$ cat src/rtl/icache_refill_fsm.sv
// Instruction-cache refill controller: hit/miss sequencing, line burst fetch, fill-buffer writes, error recovery.
// Optional macro ICACHE_UNCACHED_EN adds an 'uncached' input for single-word bypass fetches.
module icache_refill_fsm #(
  parameter int WAYS       = 2,
  parameter int LINE_WORDS = 4,
  parameter int ADDR_W     = 32,
  localparam int WAY_W     = $clog2(WAYS),
  localparam int OFS_W     = $clog2(LINE_WORDS) + 2,
  localparam int IDX_W     = OFS_W - 2
) (
  input  logic              clk,
  input  logic              rstn,
  input  logic              rvalid,
`ifdef ICACHE_UNCACHED_EN
  input  logic              uncached,
`endif
  input  logic [ADDR_W-1:0] addr,
  input  logic [WAYS-1:0]   hit,
  input  logic [WAY_W-1:0]  victim_way,
  input  logic              i_arready,
  input  logic              i_rvalid,
  input  logic              i_rlast,
  output logic              rready,
  output logic              i_arvalid,
  output logic [ADDR_W-1:0] i_araddr,
  output logic [7:0]        i_arlen,
  output logic              i_rready,
  output logic              fbuf_we,
  output logic [IDX_W-1:0]  fbuf_idx,
  output logic              fbuf_clear,
  output logic              rbuf_we,
  output logic              data_from_mem_sel,
  output logic [WAYS-1:0]   mem_we,
  output logic [WAYS-1:0]   tagv_we,
  output logic              lru_update,
  output logic              miss_lru_update,
  output logic [WAY_W-1:0]  miss_lru_way,
  output logic              refill_err
);

  typedef enum logic [2:0] {
    IDLE   = 3'd0,
    LOOKUP = 3'd1,
    MISS_A = 3'd2,
    MISS_D = 3'd3,
    DRAIN  = 3'd4,
    REFILL = 3'd5
  } state_t;

  state_t             state_reg, state_next;
  logic [ADDR_W-1:0]  araddr_reg;
  logic [WAY_W-1:0]   way_reg;
  logic [IDX_W-1:0]   cnt_reg;
  logic               unc_reg;
  logic               take_unc;
  logic               latch_miss;
  logic               beat_acc;
  logic               cnt_at_last;
  logic [WAYS-1:0]    way_onehot;

`ifdef ICACHE_UNCACHED_EN
  assign take_unc = uncached;
`else
  assign take_unc = 1'b0;
`endif

  generate
    for (genvar gi = 0; gi < WAYS; gi++) begin : g_onehot
      assign way_onehot[gi] = (way_reg == WAY_W'(gi));
    end
  endgenerate

  // An uncached fetch is a single beat, so its last beat is index 0.
  assign cnt_at_last = unc_reg ? (cnt_reg == '0) : (cnt_reg == IDX_W'(LINE_WORDS - 1));
  assign i_araddr    = araddr_reg;
  assign i_arlen     = unc_reg ? 8'd0 : 8'(LINE_WORDS - 1);
  assign fbuf_idx    = unc_reg ? araddr_reg[OFS_W-1:2] : cnt_reg;

  always_ff @(posedge clk or negedge rstn) begin
    if (!rstn) begin
      state_reg  <= IDLE;
      araddr_reg <= '0;
      way_reg    <= '0;
      cnt_reg    <= '0;
      unc_reg    <= 1'b0;
    end else begin
      state_reg <= state_next;
      if (latch_miss) begin
        araddr_reg <= take_unc ? {addr[ADDR_W-1:2], 2'b00}
                               : {addr[ADDR_W-1:OFS_W], {OFS_W{1'b0}}};
        way_reg    <= victim_way;
        cnt_reg    <= '0;
        unc_reg    <= take_unc;
      end else if (beat_acc) begin
        cnt_reg <= cnt_reg + 1'b1;
      end
    end
  end

  always_comb begin
    state_next        = IDLE;
    rready            = 1'b0;
    i_arvalid         = 1'b0;
    i_rready          = 1'b0;
    fbuf_we           = 1'b0;
    fbuf_clear        = 1'b0;
    rbuf_we           = 1'b0;
    data_from_mem_sel = 1'b1;
    mem_we            = '0;
    tagv_we           = '0;
    lru_update        = 1'b0;
    miss_lru_update   = 1'b0;
    miss_lru_way      = '0;
    refill_err        = 1'b0;
    latch_miss        = 1'b0;
    beat_acc          = 1'b0;
    case (state_reg)
      IDLE: begin
        rready     = 1'b1;
        rbuf_we    = 1'b1;
        fbuf_clear = 1'b1;
        state_next = rvalid ? LOOKUP : IDLE;
      end
      LOOKUP: begin
        fbuf_clear = 1'b1;
        // A multi-hot vector is still treated as a hit.
        if ((|hit) && !take_unc) begin
          rready            = 1'b1;
          rbuf_we           = 1'b1;
          lru_update        = 1'b1;
          data_from_mem_sel = 1'b0;
          state_next        = rvalid ? LOOKUP : IDLE;
        end else begin
          latch_miss = 1'b1;
          state_next = MISS_A;
        end
      end
      MISS_A: begin
        i_arvalid  = 1'b1;
        state_next = i_arready ? MISS_D : MISS_A;
      end
      MISS_D: begin
        i_rready   = 1'b1;
        state_next = MISS_D;
        if (i_rvalid) begin
          fbuf_we  = 1'b1;
          beat_acc = 1'b1;
          if (i_rlast && cnt_at_last) begin
            state_next = unc_reg ? IDLE : REFILL;
          end else if (i_rlast) begin
            refill_err = 1'b1;
            state_next = IDLE;
          end else if (cnt_at_last) begin
            refill_err = 1'b1;
            state_next = DRAIN;
          end
        end
      end
      DRAIN: begin
        i_rready   = 1'b1;
        state_next = (i_rvalid && i_rlast) ? IDLE : DRAIN;
      end
      REFILL: begin
        mem_we          = way_onehot;
        tagv_we         = way_onehot;
        miss_lru_update = 1'b1;
        miss_lru_way    = way_reg;
        state_next      = IDLE;
      end
      default: begin
        rready     = 1'b1;
        rbuf_we    = 1'b1;
        fbuf_clear = 1'b1;
        state_next = IDLE;
      end
    endcase
  end

endmodule
$ cat config.mk
export PLATFORM = sky130hd
export DESIGN_NAME = icache_refill_fsm
export DESIGN_NICKNAME = d
export VERILOG_FILES = /design/src/rtl/icache_refill_fsm.sv
export SDC_FILE = /design/constraint.sdc
export NUM_CORES = 1
export LEC_CHECK = 0
export CAP_MARGIN = 20
export CORE_MARGIN = 5
export CORE_UTILIZATION = 41
export CTS_CLUSTER_DIAMETER = 50
export DETAILED_ROUTE_END_ITERATION = 8
export GPL_TIMING_DRIVEN = 0
export PLACE_DENSITY = 0.85
export SLEW_MARGIN = 30
export SYNTH_ARGS = -nofsm -noshare
export SYNTH_HDL_FRONTEND = slang
export SYNTH_SLANG_ARGS = --single-unit
$ cat constraint.sdc
create_clock -name clk -period 2.75 [get_ports clk]
set_clock_uncertainty 0.1 [all_clocks]
set_input_delay 0.6875 -clock clk [delete_from_list [all_inputs] [get_ports clk]]
set_output_delay 0.6875 -clock clk [all_outputs]
set_load 0.02 [all_outputs]
==> results of run 1 <==
## cells in the final DEF (no fill, tap or decap), drive strengths merged, types with 2 or more instances in the layout
| cell | Yosys | routed |
|---|---|---|
| a21oi | 2 | 2 |
| nand2 | 7 | 7 |
| clkdlybuf4s50 | 0 | 71 |
| ha | 3 | 3 |
| xnor2 | 2 | 2 |
| buf | 23 | 27 |
| inv | 3 | 3 |
| dfrtp | 34 | 34 |
| dlymetal6s2s | 0 | 2 |
| nor2 | 6 | 6 |
| clkbuf | 0 | 7 |
| mux2 | 29 | 29 |
| and2 | 2 | 2 |
| dlygate4sd2 | 0 | 4 |
| conb | 2 | 12 |
| o21ai | 3 | 3 |
## per-layer routing
layer  vias to the layer above  global-route usage [%]  share of wire [%]
met1                       585                    17.1                 38
li1                        593                       -                  -
met4                         0                    5.93                1.1
met2                        50                    23.8                 51
met5                         -                       0                  0
met3                         5                    4.54                9.4
## stage by stage
stage / area [um2] / setup TNS, ns / utilization (%) / hold WS, ns / instances
floorplan: 1760 / 0 / - / 0.292 / 136
global placement: 2640 / -1.23 / 65.4 / 0.389 / 267
detailed placement: 2660 / -1.30 / 66.0 / 0.394 / 268
CTS: 2760 / 0 / 68.5 / 0.255 / 276
global route: 2770 / 0 / 68.6 / 0.281 / 276
finish: 2770 / 0 / 68.6 / 0.259 / 276
## worst paths after layout
| kind | start | to | slack (ns) | depth (start not counted) |
|---|---|---|---|---|
| max | hit[0] | rbuf_we | 0.05 | 5 |
| min | rstn | i_araddr[12]$_DFFE_PN0P_ | 0.26 | 1 |
| max reg2reg | state_reg[1]$_DFF_PN0_ | i_araddr[9]$_DFFE_PN0P_ | 1.12 | 5 |
| min reg2reg | i_araddr[30]$_DFFE_PN0P_ | i_araddr[30]$_DFFE_PN0P_ | 0.41 | 1 |
| max in group asynchronous | rstn | i_araddr[30]$_DFFE_PN0P_ | 1.85 | 2 |
| min in group clk | i_araddr[30]$_DFFE_PN0P_ | i_araddr[30]$_DFFE_PN0P_ | 0.41 | 1 |
## where the power goes
part / internal [mW] / switching [mW] / total, mW / leakage (nW)
registers: 0.746 / 0.145 / 0.891 / 0.411
logic: 0.931 / 0.725 / 1.66 / 0.922
clock network: 0.271 / 0.166 / 0.437 / 0.0524
## worst max-delay path, delay by kind of cell
family | cells | cell delay (ns)
buffers and inverters | 2 | 0.76
and+or+nand+nor | 2 | 0.25
AOI/OAI and AO/OA | 1 | 0.20
## area by class of cell
cell class / count / area share [%]
buffer: 23 / 6.47
inverter: 3 / 0.407
clock buffer: 7 / 2.76
sequential: 34 / 30.8
timing repair buffer: 82 / 29.9
tap: 50 / 2.26
clock inverter: 1 / 1.09
multi-input combinational: 76 / 26.4
## repair_timing
| action | 4_1_cts | 5_1_grt |
|---|---|---|
| resized for setup | 13 | 3 |
| pin swaps | 1 | 0 |
| gates cloned | 0 | 0 |
| endpoints found under the setup margin | 7 | 3 |
## kinds of logic (layout without fill, tap and decap cells)
group,count (synthesis),in the layout
DFF,34,34
buffers and inverters,26,116
xor gates and xnor gates,2,2
other,2,12
AOI/OAI and AO/OA,9,9
muxes,30,30
and+or+nand+nor,20,20
adders and majority gates,3,3
==> metrics.cfg, run 1 <==
[run_status]
status = complete, no violations

[setup_path]
path_cells = clkdlybuf4s50_1 -> nor2_4 -> nand2_1 -> a21bo_2 -> dlygate4sd2_1
worst_setup_path_start_kind = primary input
required_ns = 1.96
arrival_ns = 1.91
worst-path-max-fanout = 4
path_class = in2out
critPathSlowestCell = clkdlybuf4s50_1
end_kind = output port
crit_path_max_incr_delay_ns = 0.45

[placement]
dp_hpwl_mm = 3.25
post-place-ws_ns = -0.405
gp_congestion = 0.824
port_buffers = 81

[finish]
multi_input_area_um2 = 729
largest_reg_flops = 28
seq_area_um2 = 851
n_antenna_cell = 0
fillCellCount = 327
drive_gt1_share_pct = 29.2
syn2layout_area_growth_pct = 60.3
fin_nets = 269

[synthesis]
syn_area_mm2 = 0.00173
syn_area_per_cell_um2 = 13.7
synth_top_cell_area_share_pct = 49.3
synth-async-reset-ratio_pct = 100
synth-compound-area-share_pct = 3.63
synth_area_leaders = dfrtp_1 (49%), mux2_4 (25%), buf_4 (7.8%)
muxShareOfSynthArea_pct = 25.8
synthCells = 126
synth_area_leader_cell = dfrtp_1
synth.distinct_cells = 25
yosys.area_share.simple_pct = 6.60
synth-seq-cells = 34
synthAdderAreaFrac_pct = 2.18
ys_seq_area_share_pct = 49.3
yosys_warnings = 0
synth_ff_type = dfrtp_1
synth.most_common_cell = dfrtp_1
synthXorXnorAreaFrac_pct = 1.02
synth_edf_count = 0
yosys-top-cells-count = dfrtp_1 (34), mux2_4 (29), buf_4 (18), nand2_1 (6), nor2_1 (6)
synth_top_family_by_area = multiplexers

[route]
firstDrtPassIters = 4
drt_iter0_markers = 40
drc = 0
routed-via-count = 1233
drt_wl_total_mm = 3.97
wl_per_cell_um = 14.4
ant_nets = 0
vias_per_cell = 4.47

[floorplanning]
die-area_mm2 = 0.00561
fp.dieW_um = 74.9
core_mm2 = 0.00403
io-pin-count = 98
die_height_um = 74.9
row_count = 23
initial_core_util_pct = 42.8

[run]
maxCapViolCount = 0

[power_and_ir_drop]
fin_total_pwr_mw = 2.98
peakVddDrop_mv = 0.590
powerDensity_mw_per_mm2 = 1080
p_leak_nw = 1.38

[timing]
fin_crit_sh_pct = 98.1
max_freq_mhz = 371
rsz0062_at_grt = false
final-hold-violation-count = 0
maxSlewViolCount = 0
setup_viol = 0
period_minus_slack_ns = 2.70
fin_ws_ns = 0.0528

[clock_network]
cts_hold_buf = 0
cts_setup_buffers = 0
ctsLongestPathBuffers = 2
cts_sinks = 34
htreeDepth = 2
clkTransAtPathRegs_ns = 0.07
cts_tree = built
cts_buffers = 5
cts_root_buf = clkbuf_8
clock_latency_ns = 0.27

[worst_hold_path]
hp-class = in2async

[global_routing]
overflow = 0
grt_first_pass_wirelength_mm = 6.00
track_usage_pct = 14.3
antenna_found_initial = 0
grt_max_degree = 20
grt_pass1_vias = 1279

(Power assumes the default switching activity.)
==> inputs of run 2 (changes only) <==
--- a/config.mk
+++ b/config.mk
@@ -7,11 +7,12 @@
 export LEC_CHECK = 0
 export CAP_MARGIN = 20
 export CORE_MARGIN = 5
-export CORE_UTILIZATION = 41
+export CORE_UTILIZATION = 50
 export CTS_CLUSTER_DIAMETER = 50
 export DETAILED_ROUTE_END_ITERATION = 8
+export DONT_BUFFER_PORTS = 1
 export GPL_TIMING_DRIVEN = 0
-export PLACE_DENSITY = 0.85
+export PLACE_DENSITY = 0.68
 export SLEW_MARGIN = 30
 export SYNTH_ARGS = -nofsm -noshare
 export SYNTH_HDL_FRONTEND = slang
==> constraint.sdc (replaced) <==
create_clock -name clk -period 2.4 [get_ports clk]
set_clock_uncertainty 0.1 [all_clocks]
set_input_delay 0.6 -clock clk [delete_from_list [all_inputs] [get_ports clk]]
set_output_delay 0.6 -clock clk [all_outputs]
set_load 0.02 [all_outputs]
==> run 2 against run 1 <==
  * Cell count fell by 30%
  * Via count fell by 21%
  * Non-clock buffer count fell by 80
  * Sequential share of layout area rose by 12 points
  * Critical path type is now reg2out
==> metrics.cfg, run 2 (synthesized netlist as in run 1, its figures left out) <==
[timing]
maxSlewHeadroom_pct = 57.0
final-hold-violation-count = 0
period_minus_slack_ns = 2.31
max_freq_mhz = 433
rsz0062_at_grt = false
tightest_slew_ns = 0.639
setup_tns_ns = 0
setup_viol = 0
maxSlewViolCount = 0
fin_crit_sh_pct = 96.2
hold_slack_ns = 0.301

[placement]
gp_congestion = 0.693
dp_hpwl_mm = 2.47
place_area_mm2 = 0.00182
port_buffers = 0

[worst_hold_path]
worstHoldStart = addr[11]
holdPathEnd = i_araddr[11]$_DFFE_PN0P_
hp-class = in2reg
min_path_cells = 1

[setup_path]
path_class = reg2out
reg2reg_slack_ns = 0.74
arrival_ns = 1.61
worst_setup_path_start_kind = flop
r2r_start = state_reg[1]$_DFF_PN0_
worst-path-max-fanout = 9
critPathMostFrequentCell = buf_4
r2r-end = i_araddr[28]$_DFFE_PN0P_
end_kind = output port
required_ns = 1.70
critical_path.top_delay_family = simple AND/OR/NAND/NOR gates
rr_worst_depth = 5
crit_path_max_incr_delay_ns = 0.37
critPathSlowestCell = dfrtp_1
critPathBufInv = 2
path_cells = buf_4 -> and3b_2 -> nor2b_4 -> buf_4

[floorplanning]
row_count = 21
core_mm2 = 0.00334
die_height_um = 68.7
die-area_mm2 = 0.00473
fp.dieW_um = 68.7
io-pin-count = 98
initial_core_util_pct = 51.7

[global_routing]
track_usage_pct = 14.0
grt_max_degree = 35
overflow = 0
antenna_found_initial = 0
grt_pass1_vias = 997
grt_first_pass_wirelength_mm = 4.71

[finish]
final_cell_mix = dfrtp_1 (34), mux2_4 (29), buf_4 (18)
syn2layout_area_growth_pct = 14.3
final_common_cell = dfrtp_1
n_antenna_cell = 0
fin_nets = 189
fin_area_mm2 = 0.00197
largest_reg_flops = 28
final_core_util_pct = 59.1
fillCellCount = 275
drive_gt1_share_pct = 47.3

[clock_network]
clkTransAtPathRegs_ns = 0.12
clock_latency_ns = 0.32
cts_sinks = 34
cts_root_buf = clkbuf_4
cts_tree = built
cts_buffers = 5
htreeDepth = 2
ctsLongestPathBuffers = 2

[run_status]
status = complete, no violations

[route]
vias_per_cell = 5.05
ant_nets = 0
drt_iter0_markers = 35
drt_wl_total_mm = 3.40
routed-via-count = 969
wl_per_cell_um = 17.7
drc = 0
firstDrtPassIters = 4

[power_and_ir_drop]
combPwrFrac_pct = 32.1
p_leak_nw = 1.03
netSwitchingPower_mw = 1.12
powerDensity_mw_per_mm2 = 1430
pwr-share-seq_pct = 49.4
p_int_mw = 1.70
clockPowerShare_pct = 18.5
fin_total_pwr_mw = 2.82
p_sw_share_pct = 39.7
peakVddDrop_mv = 0.683

[run]
maxCapViolCount = 0

-- run 2: changes by cell type in the layout (fill, tap and decap cells not counted), sizes merged --
cell / delta
clkdlybuf4s50: -71
dlygate4sd2: -4
buf: -3
clkbuf: -2
dlymetal6s2s: -2
bufinv: +1
clkdlybuf4s15: -1
clkinv: +1
dlygate4sd3: +1
-- run 2: final cells by class --
class | count | area (um2) | area share (%)
sequential | 34 | 851 | 43.1
multi-input combinational | 76 | 737 | 37.4
buffer | 23 | 179 | 9.07
clock inverter | 3 | 68.8 | 3.49
tap | 46 | 57.6 | 2.92
clock buffer | 5 | 37.5 | 1.90
timing repair buffer | 2 | 30.0 | 1.52
inverter | 3 | 11.3 | 0.571
-- run 2: per-stage QoR --
step                instances  setup WS, ns
finish                    192        0.0915
global route              192        0.0186
CTS                       192        0.0429
detailed placement        182         0.146
global placement          182         0.156
floorplan                 136         0.226
-- run 2: per-layer routing --
metal | up-vias | routed length, um | track usage, %
met1 | 483 | 1230 | 15.8
met2 | 53 | 1750 | 23.4
met3 | 2 | 386 | 4.38
met4 | 0 | 34 | 8.03
met5 | - | 0 | 0
li1 | 431 | - | -
-- run 2: power groups by stage --
stage | combinational [mW] | clock, mW | sequential, mW
floorplan | 0.795 | 0 | 1.32
global placement | 0.856 | 0 | 1.39
detailed placement | 0.880 | 0 | 1.40
CTS | 0.908 | 0.536 | 1.39
global route | 0.974 | 0.559 | 1.42
finish | 0.904 | 0.522 | 1.39
-- run 2: what timing repair did --
action / CTS / global route
setup endpoints to repair: 5 / 2
hold buffers: 2 / 0
setup buffers: 0 / 0
cloned: 0 / 0
resized for setup: 5 / 2
hold endpoints to repair: 34 / 0
-- run 2: worst max path at each step --
stage,start,endpoint,slack (ns),depth (start not counted)
after global placement,state_reg[1]$_DFF_PN0_,tagv_we[0],0.16,4
after CTS,state_reg[2]$_DFF_PN0_,refill_err,0.04,4
after global routing,cnt_reg[1]$_DFFE_PN0P_,refill_err,0.02,4
final,state_reg[1]$_DFF_PN0_,tagv_we[0],0.09,4
after floorplan,state_reg[1]$_DFF_PN0_,tagv_we[0],0.23,4
after detailed placement,state_reg[1]$_DFF_PN0_,tagv_we[0],0.15,4
